==> config.mk <==
export PLATFORM = sky130hd
export DESIGN_NAME = barrel_shift_ctrl_flat
export DESIGN_NICKNAME = d
export VERILOG_FILES = /design/src/rtl/barrel_shift_ctrl_if.sv /design/src/rtl/barrel_shift_ctrl.sv /design/src/flat_wrapper.sv
export SDC_FILE = /design/constraint.sdc
export NUM_CORES = 1
export LEC_CHECK = 0
export ABC_AREA = 1
export BUFFER_PORTS_ARGS = -buffer_cell sky130_fd_sc_hd__clkbuf_2
export CORE_ASPECT_RATIO = 1.2
export CORE_MARGIN = 1
export CORE_UTILIZATION = 28
export DETAILED_ROUTE_END_ITERATION = 7
export PLACE_DENSITY = 0.6
export SETUP_SLACK_MARGIN = 0.2
export SYNTH_ARGS = -nofsm -noshare
export SYNTH_HDL_FRONTEND = slang
export SYNTH_SLANG_ARGS = --single-unit
==> constraint.sdc <==
create_clock -name clk -period 1.38 [get_ports clk]
set_input_delay 0 -clock clk [delete_from_list [all_inputs] [get_ports clk]]
set_output_delay 0 -clock clk [all_outputs]
set_load 0.1 [all_outputs]
==> src/rtl/barrel_shift_ctrl_if.sv <==
// rtl/barrel_shift_ctrl_if.sv - request, shifter and result signals of the barrel shift controller
interface barrel_shift_ctrl_if #(
  parameter int AMT_W = 4
);
  logic             req0_valid;
  logic [7:0]       req0_din;
  logic [AMT_W-1:0] req0_amt;
  logic             req0_ready;

  logic             req1_valid;
  logic [7:0]       req1_din;
  logic [AMT_W-1:0] req1_amt;
  logic             req1_ready;

  logic [7:0]       sh_din;
  logic [2:0]       sh_sel;
  logic [7:0]       sh_dout;

  logic             res_valid;
  logic [7:0]       res_dout;
  logic             res_id;
  logic             res_ready;

  // controller side
  modport slave (
    input  req0_valid, req0_din, req0_amt,
    output req0_ready,
    input  req1_valid, req1_din, req1_amt,
    output req1_ready,
    output sh_din, sh_sel,
    input  sh_dout,
    output res_valid, res_dout, res_id,
    input  res_ready
  );

  // requesters, shifter and result consumer side
  modport master (
    output req0_valid, req0_din, req0_amt,
    input  req0_ready,
    output req1_valid, req1_din, req1_amt,
    input  req1_ready,
    input  sh_din, sh_sel,
    output sh_dout,
    input  res_valid, res_dout, res_id,
    output res_ready
  );
endinterface

==> src/rtl/barrel_shift_ctrl.sv <==
// rtl/barrel_shift_ctrl.sv - round-robin scheduler and multi-pass sequencer for a shared 8-bit barrel shifter
module barrel_shift_ctrl #(
  parameter int AMT_W    = 4,
  parameter int STEP_MAX = 7
) (
  input logic                clk,
  input logic                rst,
  barrel_shift_ctrl_if.slave bus
);

  typedef enum logic [1:0] {
    IDLE  = 2'd0,
    SHIFT = 2'd1,
    DONE  = 2'd2
  } state_t;

  localparam logic [AMT_W-1:0] STEP_MAX_W = AMT_W'(STEP_MAX);

  state_t           state_r,  state_nxt;
  logic [7:0]       data_r,   data_nxt;
  logic [AMT_W-1:0] rem_r,    rem_nxt;
  logic             id_r,     id_nxt;
  logic             prio_r,   prio_nxt;

  logic             grant_any;
  logic             grant_id;
  logic [2:0]       step;
  logic [AMT_W-1:0] rem_left;

  // round-robin arbitration: a lone requester always wins, a tie goes to prio_r
  always_comb begin
    grant_any = bus.req0_valid | bus.req1_valid;
    grant_id  = (bus.req0_valid & bus.req1_valid) ? prio_r : bus.req1_valid;
  end

  // per-pass shift amount is clipped to what the shifter can do in one go
  always_comb begin
    step     = (rem_r > STEP_MAX_W) ? 3'(STEP_MAX) : rem_r[2:0];
    rem_left = rem_r - AMT_W'(step);
  end

  // next-state, datapath update and output decode
  always_comb begin
    state_nxt      = state_r;
    data_nxt       = data_r;
    rem_nxt        = rem_r;
    id_nxt         = id_r;
    prio_nxt       = prio_r;
    bus.req0_ready = 1'b0;
    bus.req1_ready = 1'b0;
    bus.sh_din     = data_r;
    bus.sh_sel     = 3'd0;
    bus.res_valid  = 1'b0;
    bus.res_dout   = 8'h00;
    bus.res_id     = 1'b0;

    case (state_r)
      IDLE: begin
        // ready is suppressed while reset is held so nothing is offered before release
        if (grant_any && !rst) begin
          bus.req0_ready = ~grant_id;
          bus.req1_ready = grant_id;
          data_nxt       = grant_id ? bus.req1_din : bus.req0_din;
          rem_nxt        = grant_id ? bus.req1_amt : bus.req0_amt;
          id_nxt         = grant_id;
          prio_nxt       = ~grant_id;
          state_nxt      = SHIFT;
        end
      end
      SHIFT: begin
        // a zero amount still makes one pass with select 0
        bus.sh_sel = step;
        data_nxt   = bus.sh_dout;
        rem_nxt    = rem_left;
        if (rem_left == '0) begin
          state_nxt = DONE;
        end
      end
      DONE: begin
        bus.res_valid = 1'b1;
        bus.res_dout  = data_r;
        bus.res_id    = id_r;
        if (bus.res_ready) begin
          state_nxt = IDLE;
        end
      end
      default: begin
        state_nxt = IDLE;
      end
    endcase
  end

  // state and datapath registers; reset drops any in-flight operation
  always_ff @(posedge clk or posedge rst) begin
    if (rst) begin
      state_r <= IDLE;
      data_r  <= 8'h00;
      rem_r   <= '0;
      id_r    <= 1'b0;
      prio_r  <= 1'b0;
    end else begin
      state_r <= state_nxt;
      data_r  <= data_nxt;
      rem_r   <= rem_nxt;
      id_r    <= id_nxt;
      prio_r  <= prio_nxt;
    end
  end

endmodule

==> src/flat_wrapper.sv <==
// flat-port wrapper written by rule: the top's interface ports become plain ports
module barrel_shift_ctrl_flat 
#(
  parameter int AMT_W    = 4,
  parameter int STEP_MAX = 7
)
  (clk, rst, bus_req0_valid, bus_req0_din, bus_req0_amt, bus_req0_ready, bus_req1_valid, bus_req1_din, bus_req1_amt, bus_req1_ready, bus_sh_din, bus_sh_sel, bus_sh_dout, bus_res_valid, bus_res_dout, bus_res_id, bus_res_ready);
  barrel_shift_ctrl_if #(.AMT_W(AMT_W)) bus_i ();
  input logic clk;
  input logic rst;
  input wire logic [$bits(bus_i.req0_valid)-1:0] bus_req0_valid;
  input wire logic [$bits(bus_i.req0_din)-1:0] bus_req0_din;
  input wire logic [$bits(bus_i.req0_amt)-1:0] bus_req0_amt;
  output wire logic [$bits(bus_i.req0_ready)-1:0] bus_req0_ready;
  input wire logic [$bits(bus_i.req1_valid)-1:0] bus_req1_valid;
  input wire logic [$bits(bus_i.req1_din)-1:0] bus_req1_din;
  input wire logic [$bits(bus_i.req1_amt)-1:0] bus_req1_amt;
  output wire logic [$bits(bus_i.req1_ready)-1:0] bus_req1_ready;
  output wire logic [$bits(bus_i.sh_din)-1:0] bus_sh_din;
  output wire logic [$bits(bus_i.sh_sel)-1:0] bus_sh_sel;
  input wire logic [$bits(bus_i.sh_dout)-1:0] bus_sh_dout;
  output wire logic [$bits(bus_i.res_valid)-1:0] bus_res_valid;
  output wire logic [$bits(bus_i.res_dout)-1:0] bus_res_dout;
  output wire logic [$bits(bus_i.res_id)-1:0] bus_res_id;
  input wire logic [$bits(bus_i.res_ready)-1:0] bus_res_ready;
  assign bus_i.req0_valid = bus_req0_valid;
  assign bus_i.req0_din = bus_req0_din;
  assign bus_i.req0_amt = bus_req0_amt;
  assign bus_req0_ready = bus_i.req0_ready;
  assign bus_i.req1_valid = bus_req1_valid;
  assign bus_i.req1_din = bus_req1_din;
  assign bus_i.req1_amt = bus_req1_amt;
  assign bus_req1_ready = bus_i.req1_ready;
  assign bus_sh_din = bus_i.sh_din;
  assign bus_sh_sel = bus_i.sh_sel;
  assign bus_i.sh_dout = bus_sh_dout;
  assign bus_res_valid = bus_i.res_valid;
  assign bus_res_dout = bus_i.res_dout;
  assign bus_res_id = bus_i.res_id;
  assign bus_i.res_ready = bus_res_ready;
  barrel_shift_ctrl #(.AMT_W(AMT_W), .STEP_MAX(STEP_MAX)) u_core (.clk(clk), .rst(rst), .bus(bus_i));
endmodule
==> metrics.txt <==
fin area=0.00221 mm^2; CTS tree=done; maximum vdd drop=0.000878 V; largest net degree at the start of global routing=18; Max H-tree Level=1; period utilization=108%; DRT Pass-1 Iters=6; ANT nets after route=0; Fmax=673 MHz; Cell Area, Placed=0.00186 mm^2; max_cap viols=0; worst endpoint data arrival time=1.48 ns; setup_tns=-0.860 ns; Core Util, Final=56.6%; Critical Path Start=u_core.state_r[0]; Iter 0 DRT Violations=25; cell taking the most area after synthesis=dfrtp_1; Final Hold Fails=0; CTS max path bufs=2; placed cells=297; Tot Pwr=5.60 mW; #FFs+latches synth=16; top cell type's share of synthesized area=35.2%; initial antenna violation count=0; Clock Sinks=16; type of origin of the critical path=register; area delta synth->final=94.9%; number of diodes=0; GPL Wtd Cong=0.846; Slew Viols, Final=0; CP required=1.38 ns; Slew @ Worst Pin=0.554 ns; Leak=1.16 nW; setup violators final=12; WHS=0.0514 ns; WL final=3.69 mm; grt ovf=0; clk_skew=0.00273 ns; die width=60.2 um; failing checks=negative setup slack; total die area=0.00432 mm^2; Total GRT Usage=16.5%; Final Instance Count excl. Fillers=319; sequential share of the synthesized area=35.2%; min cycle time layout=1.48 ns; critical path endpoint category=primary output; Syn Inst Count=181; CP max FO=10; Synth Area per Inst=6.28 um^2; clock transition at the registers of the reported paths=0.06 ns; worst r2r dst=u_core.rem_r[0]; RSZ-0062 raised after global routing=true; synth unique cells=19; FP Rows=25; Initial Util=29.1%; CTS buffer count=3; first-pass GRT wire length=5.45 mm; Mapped Area=0.00114 mm^2; nets@finish=305; core region area=0.00391 mm^2; Top Ports=60; Setup crit end=bus_res_dout[0]; DR WL/cell=11.6 um; Place WS=0.0692 ns; Max-slew headroom=63.2%; DRC=0; IO Port Bufs=59; Reg2Reg Launch Point=u_core.state_r[0]; synth top area cells=dfrtp_1, nand2_1, inv_1; vias in the first global route=1261; synth warn=0; Hold Crit Class=input port to register; Root Buffer=clkbuf_8; Vias/cell=4.34; HPWL after DPL=2.56 mm; Via Count=1383; pwr/cell area=2530 mW/mm^2; PnR worst setup slack=-0.105 ns; R2R Setup Slk=0.05 ns; status=finished, violations left; layout cells sized above 1=52.8%; Clk Latency, worst-skew pair=0.24 ns; die height=71.8 um; Crit Path Category=register to primary output; Reg2Reg Depth=8; Mapped Nets=219
-- metal layers --
metal | part of all wire (%) | track usage, % | vias up
met3 | 3.3 | 1.26 | 2
met1 | 41 | 19.5 | 630
met5 | 0 | 0 | -
met4 | 0.38 | 4.39 | 0
met2 | 55 | 30.8 | 38
li1 | - | - | 713
-- state kept, by name, indices dropped and copies added, names as in the netlist --
signal and cells:
u_core.bus.sh_din 8, u_core.id_r 1, u_core.rem_r 4, u_core.prio_r 1, u_core.state_r 2
-- worst min path at each step --
stage | start | endpoint | slack [ns] | cells after the start
global route | bus_req1_din[1] | u_core.bus.sh_din[1] | 0.06 | 5
finish | bus_req1_din[3] | u_core.bus.sh_din[3] | 0.05 | 5
floorplan | rst | u_core.bus.sh_din[0] | -0.05 | 1
detailed placement | rst | u_core.state_r[0] | 0.10 | 3
CTS | bus_req1_amt[0] | u_core.rem_r[0] | 0.05 | 5
global placement | rst | u_core.bus.sh_din[6] | 0.12 | 3
-- report_power, final --
part / switching, mW / leakage [nW] / total (mW) / internal [mW]
clock network: 0.156 / 0.0216 / 0.349 / 0.193
registers: 0.209 / 0.193 / 0.907 / 0.698
logic: 2.95 / 0.945 / 4.35 / 1.40
total: 3.32 / 1.16 / 5.60 / 2.29
-- placed cells by master (no fill, tap or decap), types with 3 or more instances in the layout --
cell	Yosys	routed
nand2_1	70	59
buf_12	0	15
clkbuf_8	0	3
dfrtp_1	16	13
inv_1	31	26
nand3_1	15	15
buf_6	4	9
dfrtp_2	0	3
nand2_2	1	10
buf_4	2	17
o21ai_2	0	7
inv_2	2	5
clkbuf_2	0	44
nor2_4	0	15
-- kinds of logic after synthesis --
logic type	Yosys count	synth area share [%]
fa+ha+maj	1	1.10
buf+inv	41	17.0
compound gates	17	7.71
flops	16	35.2
simple gates	106	39.0
-- final cells by class --
type	instances	area, um^2
Fill cell	363	1700
Timing Repair Buffer	87	769
Multi-Input combinational cell	124	766
Sequential cell	16	404
Inverter	34	150
Tap cell	54	67.6
Clock buffer	3	41.3
Timing Repair inverter	1	16.3
-- synth_stat cells (all sizes together) --
library cell  count
nand2            71
inv              33
nor2             17
dfrtp            16
nand3            16
o21ai            11
buf               7
a21oi             5
nand4             2
clkinv            1
ha                1
o211ai            1
-- critical path, stage by stage, from the launching register on --
cell and delay (ns):
dfrtp_2 0.46, buf_6 0.14, nor2_4 0.16, clkinv_8 0.15, nor2_4 0.15, buf_12 0.18
-- what timing repair did --
item | CTS | global route
hold buffers | 2 | 0
buffers inserted | 10 | 6
endpoints found under the hold margin | 17 | 0
cloned | 1 | 0
resized for setup | 42 | 16
endpoints found under the setup margin | 29 | 31
pin swaps | 15 | 10
No activity file was read; power rests on OpenSTA's default activity.
